<file path="src/rtl/wb_pkg.sv">
// Shared codes and default widths for the registered writeback stage.
package wb_pkg;

  localparam int unsigned DATA_W_DEF = 32;
  localparam int unsigned REG_AW_DEF = 5;
  localparam int unsigned RET_W_DEF  = 32;

  localparam logic [1:0] WB_SEL_ALU = 2'b00;
  localparam logic [1:0] WB_SEL_MEM = 2'b01;
  localparam logic [1:0] WB_SEL_PC4 = 2'b10;
  localparam logic [1:0] WB_SEL_IMM = 2'b11;

  localparam logic [2:0] F3_LB  = 3'b000;
  localparam logic [2:0] F3_LH  = 3'b001;
  localparam logic [2:0] F3_LW  = 3'b010;
  localparam logic [2:0] F3_LBU = 3'b100;
  localparam logic [2:0] F3_LHU = 3'b101;

  // A halfword needs an even offset and a word needs offset zero.
  function automatic logic load_misaligned(input logic [2:0] funct3, input logic [1:0] addr_lo);
    logic mis;
    mis = 1'b0;
    case (funct3)
      F3_LH, F3_LHU: mis = addr_lo[0];
      F3_LW:         mis = (addr_lo != 2'b00);
      default:       mis = 1'b0;
    endcase
    return mis;
  endfunction

endpackage

</file>
<file path="src/rtl/wb_load_ext.sv">
// Sub-word load lane selection, sign/zero extension and misalignment detection.
module wb_load_ext
  import wb_pkg::*;
#(
  parameter int unsigned DATA_W = DATA_W_DEF
) (
  input  logic [2:0]        funct3,
  input  logic [1:0]        addr_lo,
  input  logic [DATA_W-1:0] mem_data,
  output logic [DATA_W-1:0] ext_data,
  output logic              misalign
);

  logic [7:0]  byte_lane;
  logic [15:0] half_lane;

  always_comb begin
    byte_lane = mem_data[7:0];
    case (addr_lo)
      2'd1:    byte_lane = mem_data[15:8];
      2'd2:    byte_lane = mem_data[23:16];
      2'd3:    byte_lane = mem_data[31:24];
      default: byte_lane = mem_data[7:0];
    endcase
    half_lane = addr_lo[1] ? mem_data[31:16] : mem_data[15:0];
  end

  // Unknown load sizes and LW fall through with the raw word.
  always_comb begin
    ext_data = mem_data;
    case (funct3)
      F3_LB:   ext_data = {{(DATA_W-8){byte_lane[7]}}, byte_lane};
      F3_LBU:  ext_data = {{(DATA_W-8){1'b0}}, byte_lane};
      F3_LH:   ext_data = {{(DATA_W-16){half_lane[15]}}, half_lane};
      F3_LHU:  ext_data = {{(DATA_W-16){1'b0}}, half_lane};
      default: ext_data = mem_data;
    endcase
    misalign = load_misaligned(funct3, addr_lo);
  end

endmodule

</file>
<file path="src/rtl/wb_stage_p.sv">
// Registered MEM/WB stage: source mux, load extension, x0/misalign write
// suppression and a retired-instruction counter.
module wb_stage_p
  import wb_pkg::*;
#(
  parameter int unsigned DATA_W = DATA_W_DEF,
  parameter int unsigned REG_AW = REG_AW_DEF,
  parameter int unsigned RET_W  = RET_W_DEF
) (
  input  logic              clk,
  input  logic              reset,
  input  logic              in_valid,
  input  logic              stall,
  input  logic              flush,
  input  logic              reg_write_in,
  input  logic [REG_AW-1:0] rd_in,
  input  logic [1:0]        wb_sel,
  input  logic [2:0]        funct3,
  input  logic [1:0]        addr_lo,
  input  logic [DATA_W-1:0] alu_data,
  input  logic [DATA_W-1:0] mem_data,
  input  logic [DATA_W-1:0] pc_plus4,
  input  logic [DATA_W-1:0] imm_data,
  output logic              wb_valid,
  output logic              wb_we,
  output logic [REG_AW-1:0] wb_rd,
  output logic [DATA_W-1:0] wb_data,
  output logic              wb_misalign,
  output logic [RET_W-1:0]  retired
);

  logic              valid_q, valid_d;
  logic              we_q, we_d;
  logic              mis_q, mis_d;
  logic [REG_AW-1:0] rd_q, rd_d;
  logic [DATA_W-1:0] data_q, data_d;
  logic [RET_W-1:0]  ret_q, ret_d;

  logic [DATA_W-1:0] ld_data;
  logic              ld_mis;
  logic              cap_mis;
  logic [DATA_W-1:0] src_data;

  wb_load_ext #(.DATA_W(DATA_W)) u_load_ext (
    .funct3   (funct3),
    .addr_lo  (addr_lo),
    .mem_data (mem_data),
    .ext_data (ld_data),
    .misalign (ld_mis)
  );

  always_comb begin
    src_data = alu_data;
    case (wb_sel)
      WB_SEL_MEM: src_data = ld_data;
      WB_SEL_PC4: src_data = pc_plus4;
      WB_SEL_IMM: src_data = imm_data;
      default:    src_data = alu_data;
    endcase
    cap_mis = (wb_sel == WB_SEL_MEM) & ld_mis;
  end

  // Flush beats stall; the counter tracks the instruction leaving WB.
  always_comb begin
    valid_d = valid_q;
    we_d    = we_q;
    mis_d   = mis_q;
    rd_d    = rd_q;
    data_d  = data_q;
    ret_d   = ret_q;
    if (valid_q && !stall) begin
      ret_d = ret_q + RET_W'(1);
    end
    if (flush) begin
      valid_d = 1'b0;
      we_d    = 1'b0;
      mis_d   = 1'b0;
    end else if (!stall) begin
      valid_d = in_valid;
      we_d    = in_valid & reg_write_in & (rd_in != '0) & ~cap_mis;
      mis_d   = in_valid & cap_mis;
      rd_d    = rd_in;
      data_d  = src_data;
    end
  end

  always_ff @(posedge clk) begin
    if (reset) begin
      valid_q <= 1'b0;
      we_q    <= 1'b0;
      mis_q   <= 1'b0;
      rd_q    <= '0;
      data_q  <= '0;
      ret_q   <= '0;
    end else begin
      valid_q <= valid_d;
      we_q    <= we_d;
      mis_q   <= mis_d;
      rd_q    <= rd_d;
      data_q  <= data_d;
      ret_q   <= ret_d;
    end
  end

  assign wb_valid    = valid_q;
  assign wb_we       = we_q;
  assign wb_rd       = rd_q;
  assign wb_data     = data_q;
  assign wb_misalign = mis_q;
  assign retired     = ret_q;

endmodule
</file>
<file path="config.mk">
export PLATFORM = sky130hd
export DESIGN_NAME = wb_stage_p
export DESIGN_NICKNAME = d
export VERILOG_FILES = /design/src/rtl/wb_pkg.sv /design/src/rtl/wb_load_ext.sv /design/src/rtl/wb_stage_p.sv
export SDC_FILE = /design/constraint.sdc
export NUM_CORES = 1
export LEC_CHECK = 0
export CAP_MARGIN = 20
export CORE_ASPECT_RATIO = 0.6
export CORE_MARGIN = 10
export CORE_UTILIZATION = 45
export DETAILED_ROUTE_END_ITERATION = 8
export DONT_BUFFER_PORTS = 1
export PLACE_DENSITY = 0.69
export SYNTH_ARGS = -nofsm -noshare
export SYNTH_HDL_FRONTEND = slang
export SYNTH_SLANG_ARGS = --single-unit
export TNS_END_PERCENT = 30
</file>
<file path="constraint.sdc">
create_clock -name clk -period 1.9 [get_ports clk]
set_input_delay 0.285 -clock clk [delete_from_list [all_inputs] [get_ports clk]]
set_output_delay 0.285 -clock clk [all_outputs]
set_load 0.03 [all_outputs]
</file>
== Word level (Yosys, flattened, before mapping) ==
Index checks and enable logic that the tools add are counted.
W data, S select, Z words.

* Memory bits (writable): 0
* Memories kept: 0
* Memory bits (read-only): 0
* Logic and storage cells: 38
* Register bits: 72
* Input port bits: 146
* Latch bits: 0

* $lt $le $gt $ge: 0
* $add $sub $neg: 1
* Equal/unequal tests: 10
* Muxes and demuxes: 5
* Bitwise operators: 8
* Shift-type cells: 0
* Reduce and logical (&&, ||, !) cells: 8
* $mul: 0
* Div/mod/pow operators: 0

{| class="wikitable"
|+ Operators with widths
! operator !! number
|-
| $pmux W32 S4 || 1
|-
| $pmux W32 S3 || 1
|-
| $add A32 B1 Y32 const B || 1
|-
| $pmux W8 S3 || 1
|-
| $mux W16 || 1
|-
| $eq A2 B2 Y1 const B || 4
|-
| $eq A3 B3 Y1 const B || 2
|-
| $and A1 B1 Y1 || 5
|-
| $reduce_bool A5 Y1 || 1
|-
| $eq A2 B1 Y1 const B || 2
|-
| $reduce_or A2 Y1 || 2
|-
| $eq A3 B1 Y1 const B || 1
|-
| $eq A3 B2 Y1 const B || 1
|-
| $logic_not A3 Y1 || 1
|-
| $not A1 Y1 || 3
|-
| $pmux W1 S2 || 1
|-
| $reduce_and A2 Y1 || 1
|-
| $reduce_bool A2 Y1 || 1
|-
| $logic_and A1 B1 Y1 || 1
|-
| $logic_not A1 Y1 || 1
|}

== Depth between registers and ports, before layout ==
* Depth in word-level cells: 6
* Mapped depth: 7
* Gate-level depth less buffers: 5

== By module ==
A second synthesis with hierarchy kept.

* Cells, all modules: 528
* Area total of the unflattened synthesis: 4366.7 µm²

{| class="wikitable"
|+ By module, submodules not included
! module !! area an instance (µm²) !! instances !! cells each !! sequential area each (µm²)
|-
| wb_stage_p || 3697.3 || 1 || 399 || 1441.4
|-
| wb_load_ext || 669.4 || 1 || 129 || 0.0
|}

== Least setup slack after synthesis ==
OpenSTA, ideal clock, no wires.

* Path type: register -> register
* Start point: reg ret_q[10], in the netlist retired[10]
* End point: reg ret_q[27], in the netlist retired[27]
* Data arrival time: 2165 ps
* Setup slack: -336 ps
* Path buffers: 2
* Stages on the path, launching flop included: 7
* Path through: dfxtp_1 -> nand4_2 -> or4_1 -> buf_2 -> buf_6 -> or4_1 -> a21oi_1

* Cells in the longest elaborated chain, start to end: 1

{| class="wikitable"
|+ RTL lines
! item !! line !! text
|-
| from (decl) || wb_stage_p.sv:37 || <nowiki>logic [RET_W-1:0] ret_q, ret_d;</nowiki>
|-
| from (signal assigned) || wb_stage_p.sv:101 || <nowiki>ret_q <= ret_d;</nowiki>
|-
| $add A32 B1 Y32 || wb_stage_p.sv:72 || <nowiki>ret_d = ret_q + RET_W'(1);</nowiki>
|}

Every way passes these cells.
A chain may end at the register's enable or synchronous reset.

== Worst setup path after layout ==
* Start point: reg ret_q[6], in the netlist retired[6]
* End point: reg ret_q[22], in the netlist retired[22]

Same word-level chain as after synthesis.

==> results.md <==
* Comb power frac at 0.094
* P_sw at 989 uW
* # clock sinks at 72
* Worst min path class: input pin to flip-flop
* FF-to-FF setup slack at -0.02 ns
* Routed wire length at 16.9 mm
* Post-Synthesis Cells at 543
* Switching share of power at 0.267
* Mapped Area at 4280 sq um
* Worst vdd ir at 425 uV
* Clock power share at 0.450
* Avg WL per Cell at 24.1 um
* Total Neg Setup Slack at -0.0154 ns
* Htree depth at 3
* Post-synth EDFFs at 0
* Initial DRC Count at 393
* Critical Path Start: retired[6]
* Yosys top cell area share at 0.337
* Distinct cells, synth at 53
* Final Hold Fails at 0
* Nets at 713
* Core Box Area at 9220 sq um
* Vias per inst at 6.52
* WP data arrival at 2.18 ns
* Die Span X at 146 um
* Hold path depth at 1
* Least-Margin Pin Slew at 0.667 ns
* Synth Flop Type: dfxtp_1
* Share of power burned in registers at 0.456
* Post-synthesis area per instance at 7.88 sq um
* Fraction of layout cells with a size suffix above 1 at 0.210
* Sequential area share after synthesis at 0.337
* P per Cell Area at 722 nW/um^2
* Vias in the first global route at 4307
* Max-slew violations at 0
* Min cycle time layout at 1.92 ns
* Leakage at 0.00184 uW
* ANT cells at 0
* DP HPWL at 13.1 mm
* # rows at 27
* Worst hold endpoint: retired[20]
* Final Wtd Congestion at 0.926
* Clk_lat worst skew at 0.33 ns
* FFs w/ async S/R, synth at 0
* Hold_sp: reset
* Critical path class: flip-flop to flip-flop
* Via count at 4574
* Top Ports at 218
* Drt pass-1 iters at 5
* Violated checks: setup timing
* CTS Root Buffer Type: clkbuf_16
* Max transition margin at 0.555
* Critical-path maximum fanout at 16
* Largest net degree at the start of global routing at 60
* CTS Buf Count at 9
* Setup crit end kind: flip-flop
* Tot GR Track Use at 0.221
* Req. time, crit path at 2.16 ns
* Buffers added on ports at 0
* Design internal power at 2710 uW
* P&R area growth vs syn at 19.8%
* Worst R2R Path Depth at 5
* Drc violations at 0
* Initial antenna violation count at 0
* RSZ-0062 raised after global routing: yes
* Initial Util at 0.464
* CTS tree: done
* Worst reg2reg endpoint: retired[22]
* Outcome: finished with violations
* Top achievable clock speed at 0.522 GHz
* Warnings, synthesis at 0
* Die Y-Extent at 95.5 um
* Biggest area consumer among synthesized cells: dfxtp_1
* RR Startpoint: retired[6]
* Longest Clk Path Bufs at 2
* Dpl cells at 683
* Tcrit/Tclk final at 1.01
* Max-cap violations at 0
* Synthesized net count at 690
* Grt ovf at 0
* Setup violations, final at 1
* Setup WS post-layout at -0.0154 ns
* Worst-path clk slew at 0.06 ns
* Final Skew at 0.00769 ns
* Top cells by area, synth: dfxtp_1, mux2i_1, nand2_1
* Synthesis-stage register bit count at 72
* Fin cells at 701
* Startpoint types: flip-flop
* First-pass GRT wire length at 24.7 mm
* Routed Antenna Nets at 0
* Die area at 13900 sq um
[power groups by stage]
stage	registers (uW)	clock network (uW)	logic, uW
global route	1690	1770	387
detailed placement	1720	0	341
floorplan	1700	0	310
finish	1690	1670	348
CTS	1690	1700	343
global placement	1720	0	328
[flip-flops by register name, summed over array words and instances (netlist names)]
| signal | flops |
|---|---|
| wb_data | 32 |
| wb_rd | 5 |
| wb_we | 1 |
| wb_misalign | 1 |
| retired | 32 |
| wb_valid | 1 |
[routing by layer]
metal	track usage	up-vias	wire, um
met5	0	-	0
met4	0.0603	0	210
met3	0.0922	19	1970
met2	0.340	274	7680
met1	0.282	2185	7010
li1	-	2096	-
[critical path: stages, from the launching register on]
cell     delay [ns]
dfxtp_4        0.34
nand4_1        0.15
or4_1          0.52
buf_6          0.17
or4_1          0.52
a21oi_2        0.14
[worst max-delay path by stage]
stage / endpoint / depth (start not counted)
2_1_floorplan: retired[29] / 5
3_3_place_gp: retired[26] / 7
3_5_place_dp: retired[19] / 6
4_1_cts: retired[26] / 7
5_1_grt: retired[22] / 5
6_report: retired[22] / 5
[stage by stage]
step / area (sq um) / power [uW] / setup slack, ns / util / hold WS, ns
5_1_grt: 5130 / 3850 / -0.0856 / 0.556 / 0.00113
4_1_cts: 5060 / 3730 / 0.00176 / 0.549 / 0.00514
3_3_place_gp: 4750 / 2050 / -0.00346 / 0.516 / 0.352
6_report: 5130 / 3700 / -0.0154 / 0.556 / 0.0209
3_5_place_dp: 4750 / 2060 / -0.0869 / 0.516 / 0.356
2_1_floorplan: 4370 / 2010 / 0.00914 / - / 0.357
[layout by cell type (no fill, tap or decap), types with 6 or more instances in the layout]
cell	n
a211oi_1	15
a21oi_1	20
a22oi_1	16
a31oi_1	16
buf_4	53
clkbuf_16	9
dfxtp_1	49
dfxtp_2	7
dfxtp_4	16
inv_1	9
mux2_2	6
mux2i_1	25
nand2_1	65
nand3_1	10
nand4_1	6
nor2_1	51
nor2b_1	15
nor3_1	8
o21ai_0	23
o221ai_1	23
o31ai_1	19
or2_2	6
or3_1	7
or4_1	8
xnor2_1	8
[what timing repair did]
action | 4_1_cts | 5_1_grt
pin swaps | 1 | 3
hold buffers | 0 | 1
setup buffers | 1 | 0
gates resized for setup | 4 | 12
setup endpoints to repair | 6 | 13
endpoints found under the hold margin | 0 | 2
[synth_stat cells (2+ instances only)]
master and number:
o21ai_0 23, and3b_1 2, buf_1 5, clkbuf_1 36, or4_1 10, xor2_1 5
buf_2 2, nor3_1 9, and3_1 3, dfxtp_1 72, o32ai_1 5, mux2i_1 25
o221ai_1 23, o22ai_1 5, a31oi_1 16, xnor2_1 8, mux2_2 6, o31ai_1 19
nand4_1 6, nand2_1 66, nand2b_1 4, a211oi_1 15, inv_1 9, or2_2 6
o41ai_1 5, nor4_1 8, nor2b_1 15, a221oi_1 4, or3_1 8, o311ai_0 2
nor2_1 52, a21oi_1 24, nand3_1 10, a22oi_1 16
[cell type report]
cell class                 count  area, sq um
clock inverter                 5         57.6
clock buffer                  11          233
sequential                    72         1510
fill                         879         4100
inverter                      10         37.5
tap                          130          163
timing repair buffer          56          430
multi-input combinational    417         2700
[cell families after synthesis]
kind of cell,after synthesis,synth area share
and+or+nand+nor,208,0.239
AOI/OAI and AO/OA,163,0.265
DFF,72,0.337
buffers and inverters,54,0.0497
muxes,32,0.0795
xor gates and xnor gates,13,0.0266
adders and majority gates,1,0.00292
Power figures use the tool's default switching activity.
